--- config.mk ---
export PLATFORM = sky130hd
export DESIGN_NAME = param_fifo
export DESIGN_NICKNAME = d
export VERILOG_FILES = /design/src/rtl/param_fifo.sv
export SDC_FILE = /design/constraint.sdc
export NUM_CORES = 1
export LEC_CHECK = 0
export ABC_AREA = 1
export BUFFER_PORTS_ARGS = -buffer_cell sky130_fd_sc_hd__buf_2
export CORE_ASPECT_RATIO = 1.75
export CORE_MARGIN = 2
export CORE_UTILIZATION = 53
export CTS_CLUSTER_DIAMETER = 150
export DETAILED_ROUTE_END_ITERATION = 6
export PLACE_DENSITY = 0.71
export SLEW_MARGIN = 20
export SYNTH_ARGS = -nofsm -noshare
export SYNTH_HDL_FRONTEND = slang
export SYNTH_SLANG_ARGS = --single-unit
--- constraint.sdc ---
create_clock -name clk -period 2.3 [get_ports clk]
set_input_delay 0.46 -clock clk [delete_from_list [all_inputs] [get_ports clk]]
set_output_delay 0.46 -clock clk [all_outputs]
set_load 0.01 [all_outputs]
--- src/rtl/param_fifo.sv ---
// Synchronous single-clock FIFO with registered-read or first-word-fall-through output,
// programmable almost-full/almost-empty thresholds and sticky overflow/underflow flags.
module param_fifo #(
    parameter int DATA_WIDTH = 8,
    parameter int DEPTH      = 8,
    parameter bit FWFT       = 1'b0,
    parameter int AFULL_TH   = DEPTH - 1,
    parameter int AEMPTY_TH  = 1
) (
    input  logic                         clk,
    input  logic                         rst_n,
    input  logic                         wr_en,
    input  logic [DATA_WIDTH-1:0]        data_in,
    input  logic                         rd_en,
    input  logic                         flush,
    input  logic                         clr_err,
    output logic [DATA_WIDTH-1:0]        data_out,
    output logic                         rd_valid,
    output logic                         full,
    output logic                         empty,
    output logic                         almost_full,
    output logic                         almost_empty,
    output logic [$clog2(DEPTH):0]       count,
    output logic                         overflow,
    output logic                         underflow
);

    localparam int AW = $clog2(DEPTH);
    localparam int CW = AW + 1;

    logic [DATA_WIDTH-1:0] mem [DEPTH];

    logic [AW-1:0] rdPtr_q, rdPtr_d;
    logic [AW-1:0] wrPtr_q, wrPtr_d;
    logic [CW-1:0] count_q, count_d;
    logic          overflow_q, overflow_d;
    logic          underflow_q, underflow_d;

    logic rdAcc;
    logic wrAcc;

    // A pop frees a slot in the same edge, so a full FIFO can still take a write alongside it.
    assign rdAcc = rd_en & ~empty;
    assign wrAcc = wr_en & (~full | rdAcc);

    assign full         = (count_q == CW'(DEPTH));
    assign empty        = (count_q == '0);
    assign almost_full  = (count_q >= CW'(AFULL_TH));
    assign almost_empty = (count_q <= CW'(AEMPTY_TH));
    assign count        = count_q;
    assign overflow     = overflow_q;
    assign underflow    = underflow_q;

    always_comb begin
        rdPtr_d     = rdPtr_q;
        wrPtr_d     = wrPtr_q;
        count_d     = count_q;
        overflow_d  = overflow_q & ~clr_err;
        underflow_d = underflow_q & ~clr_err;
        if (flush) begin
            rdPtr_d = '0;
            wrPtr_d = '0;
            count_d = '0;
        end else begin
            if (rdAcc) begin
                rdPtr_d = rdPtr_q + AW'(1);
            end
            if (wrAcc) begin
                wrPtr_d = wrPtr_q + AW'(1);
            end
            count_d = count_q + CW'(wrAcc) - CW'(rdAcc);
            if (wr_en && !wrAcc) begin
                overflow_d = 1'b1;
            end
            if (rd_en && !rdAcc) begin
                underflow_d = 1'b1;
            end
        end
    end

    always_ff @(posedge clk or negedge rst_n) begin
        if (!rst_n) begin
            rdPtr_q     <= '0;
            wrPtr_q     <= '0;
            count_q     <= '0;
            overflow_q  <= 1'b0;
            underflow_q <= 1'b0;
        end else begin
            rdPtr_q     <= rdPtr_d;
            wrPtr_q     <= wrPtr_d;
            count_q     <= count_d;
            overflow_q  <= overflow_d;
            underflow_q <= underflow_d;
        end
    end

    // Storage is deliberately left unreset; the pointers alone define what is valid.
    always_ff @(posedge clk) begin
        if (!flush && wrAcc) begin
            mem[wrPtr_q] <= data_in;
        end
    end

    generate
        if (FWFT) begin : gFwft
            assign data_out = empty ? '0 : mem[rdPtr_q];
            assign rd_valid = ~empty;
        end else begin : gRegRead
            logic [DATA_WIDTH-1:0] dout_q, dout_d;
            logic                  rdValid_q, rdValid_d;

            always_comb begin
                dout_d    = dout_q;
                rdValid_d = 1'b0;
                if (!flush && rdAcc) begin
                    dout_d    = mem[rdPtr_q];
                    rdValid_d = 1'b1;
                end
            end

            always_ff @(posedge clk or negedge rst_n) begin
                if (!rst_n) begin
                    dout_q    <= '0;
                    rdValid_q <= 1'b0;
                end else begin
                    dout_q    <= dout_d;
                    rdValid_q <= rdValid_d;
                end
            end

            assign data_out = dout_q;
            assign rd_valid = rdValid_q;
        end
    endgenerate

endmodule

==> run summary <==
Among all stages on the critical path, the largest delay is contributed by sky130_fd_sc_hd__fa_1. The tools report the top achievable clock speed as 467.5 MHz. TritonCTS built the clock tree.

After layout, the minimum clock period comes to 2.139 ns. The logs give 0 for the residual overflow from global routing and 0 for the hold-fix buffer count after cts. The detail-routed net length per standard cell was 14.77 µm. The floorplan step defined a die boundary enclosing 8038 µm². STA classifies the critical path startpoint as a flip-flop.

During synthesis, Yosys emitted a total of 0 warnings. Final instance area: 4420 µm². The H-tree generated during clock tree synthesis spans 3 levels.

The count of state elements after synthesis works out to 85. Worst relative slew slack: 62.85%. The cell count after synthesis came out at 384. For the violation count after the first detailed-route iteration, the log shows 105. Total CTS buffers: 9. For the half-perimeter wire length of the detailed placement result, the log shows 5246 µm.

Averaged over all synthesized cells, the footprint is 10.09 µm². The run gives 0.8053 mV as the maximum vdd ir drop. The tools report the total global routing track utilization as 21.28%. The die is 68.64 µm wide. The kind of cell with the highest combined delay along the critical path is adder cells. The tools report the cell count after placement as 499.

Data arrives at the worst endpoint at 2.35 ns. In this run the power density over the cells is 1046 nW/µm². In this run the vertical extent of the chip is 117.1 µm. The routed design has 7607 µm of wire. Leaving out filler cells and counting taps, the final layout contains 515. For the worst setup path, the data required time is 2.51 ns. In this run the remaining antenna-violating nets after routing total 0. The share of the clock period used by the worst path after layout came out at 93.01%. At the later pin of the worst-skew pair, clock insertion delay measures 0.32 ns.

During I/O placement, the number of pins put on the boundary was 33. The count of buffer and inverter cells on the critical path was 1. For this run, the register share of the synthesized area comes to 63.16%. The floorplan step defined a core boundary enclosing 7131 µm².

The prevailing post-synth register cell is sky130_fd_sc_hd__edfxtp_1. Counting flops with a built-in enable in the synthesized netlist gives 64. The flow ran to the end, and the final reports show no timing, DRC or antenna violations. Counting along the longest clock path gives a buffer depth of 2.

For this run, the post-layout net count is 448. The analysis attributes to cell leakage a power of 0.002055 µW. The leading cell type in the layout, fill and taps excluded was sky130_fd_sc_hd__nand2_1.

The tools report the initial cell density of the core as 54.34%. The setup path with the least slack is of type reg -> reg. Setup violations remaining at the end of the flow were counted as 0.

The cell at the root of the clock tree is sky130_fd_sc_hd__clkbuf_16. The number of different library cells used by synthesis comes to 30. Counting flops with an async set or reset pin after synthesis yields a share of 24.71%. The number of vias per cell was 4.990; the total vias in the final route was 2570. The pre-antenna-repair detailed-routing pass consisted of 4 iterations. The min-delay analysis places its worst path in the category in -> async.

The clock drives 85 sinks. Number of buffers added on ports: 32. The first global-routing pass estimated 11800 µm of wire.

The netlist area before placement is 3875 µm². The cell row count was 41. Clock-pin slew was measured on the worst setup and hold paths at 0.05 ns. The peak fanout along the critical path is 7. Capturing element type of the critical path: a flip-flop. The post-synthesis to final-layout area growth works out to 14.08%.

Entering global routing, the biggest net connects 35 pins. The setup skew after layout came out at 0.005699 ns. Leaving out fill and tap cells, the most frequent cells in the layout are sky130_fd_sc_hd__nand2_1, sky130_fd_sc_hd__edfxtp_1, sky130_fd_sc_hd__inv_1, sky130_fd_sc_hd__nand3_1, sky130_fd_sc_hd__buf_2.

Across the run, the number of max-cap violations was 0. At the end of routability-driven placement, the weighted congestion stood at 0.8095. The count of pins over their slew limit was 0.

The cell count of the worst reg-to-reg path was 11. The total count of hold-check failures in the final report is 0, and the share of final-layout standard cells stronger than drive strength 1 is 16.32%. The number of nets handed over by synthesis was 408. The repair_antennas step left the layout with diodes totalling 0. The total stage count of the critical path was 11; the standard cell area after detailed placement was 4143 µm². The number of antenna violations at the first check in global routing was 0; the via count of the first global-routing pass was 2469. For this run, the slowest stage of the critical path takes 0.40 ns. For the DRC violation count after routing, the log shows 0.

At the pin with the least slew margin, the transition time is 0.5564 ns. Traced cell by cell, the critical path runs through inv_1 -> ha_2 -> nand3_2 -> nand2_2 -> nand2_4 -> nand3_1 -> nand2_1 -> ha_1 -> fa_1 -> xnor2_1 -> nor2_1.
-- power breakdown --
group	switching [µW]	internal, µW
registers	135	1820
logic	864	521
clock network	494	789
-- state kept, by name, indices dropped and copies added, names as in the netlist --
signal / count
underflow: 1
data_out: 8
overflow: 1
count: 4
rd_valid: 1
rdPtr_q: 3
wrPtr_q: 3
mem: 64
-- metal layers --
layer | track usage (%) | vias up | share of wire, %
li1 | - | 1312 | -
met2 | 39.49 | 66 | 57
met1 | 21.39 | 1177 | 36
met4 | 12.27 | 0 | 2.6
met3 | 3.346 | 15 | 4.7
met5 | 0 | - | 0
-- timing repair --
item                       4_1_cts  5_1_grt
setup endpoints to repair        0        2
buffers inserted                 0        0
resized for setup                0        2
-- Yosys cell counts (2+ instances only) --
cell type,number,area (µm²)
sky130_fd_sc_hd__buf_4,4,30.03
sky130_fd_sc_hd__nand2_1,114,427.9
sky130_fd_sc_hd__o22ai_1,2,12.51
sky130_fd_sc_hd__nor2_1,14,52.55
sky130_fd_sc_hd__a21oi_1,2,10.01
sky130_fd_sc_hd__inv_2,4,15.01
sky130_fd_sc_hd__dfrtp_1,21,525.5
sky130_fd_sc_hd__buf_2,8,40.04
sky130_fd_sc_hd__xor2_1,2,17.52
sky130_fd_sc_hd__nand3_2,2,20.02
sky130_fd_sc_hd__ha_1,9,112.6
sky130_fd_sc_hd__o21ai_0,3,15.01
sky130_fd_sc_hd__nand3_1,58,290.3
sky130_fd_sc_hd__edfxtp_1,64,1922
sky130_fd_sc_hd__inv_1,61,229.0
sky130_fd_sc_hd__nand4_1,2,12.51
-- through the flow --
| step | util, % | power [µW] | TNS (ns) | worst slack [ns] | hold WS, ns |
|---|---|---|---|---|---|
| floorplan | - | 2971 | 0 | 0.2469 | 0.1644 |
| global placement | 58.10 | 3341 | 0 | 0.2068 | 0.4581 |
| detailed placement | 58.10 | 3381 | 0 | 0.1140 | 0.4606 |
| CTS | 61.92 | 4668 | 0 | 0.09371 | 0.1121 |
| global route | 61.99 | 4908 | -0.0006941 | -0.0006941 | 0.1400 |
| finish | 61.99 | 4625 | 0 | 0.1608 | 0.1094 |
-- layout make-up --
type	count	area (µm²)
Clock buffer	15	267.8
Clock inverter	1	5.005
Fill cell	569	2710
Inverter	66	247.7
Multi-Input combinational cell	218	1095
Sequential cell	85	2447
Tap cell	86	107.6
Timing Repair Buffer	44	250.2
-- worst paths after layout --
kind                                         startpoint                       to  slack [ns]
worst max register to register       count[2]$_DFF_PN0_       count[2]$_DFF_PN0_        0.16
worst min-delay path                              rst_n       count[2]$_DFF_PN0_        0.11
max in group asynchronous                         rst_n  data_out[1]$_DFFE_PN0P_        1.84
worst max-delay path                 count[2]$_DFF_PN0_       count[2]$_DFF_PN0_        0.16
min in group clk                                  flush       count[1]$_DFF_PN0_        0.34
worst min register to register  data_out[4]$_DFFE_PN0P_  data_out[4]$_DFFE_PN0P_        0.47
-- kinds of logic after synthesis --
logic type / share of synthesized area [%]
AO/OA/AOI/OAI: 1.195
AND/OR/NAND/NOR: 22.83
buffers and inverters: 8.718
adder cells (fa/ha/maj): 3.423
XOR/XNOR: 0.6782
flip-flops: 63.16
Power figures use the tool's default switching activity.
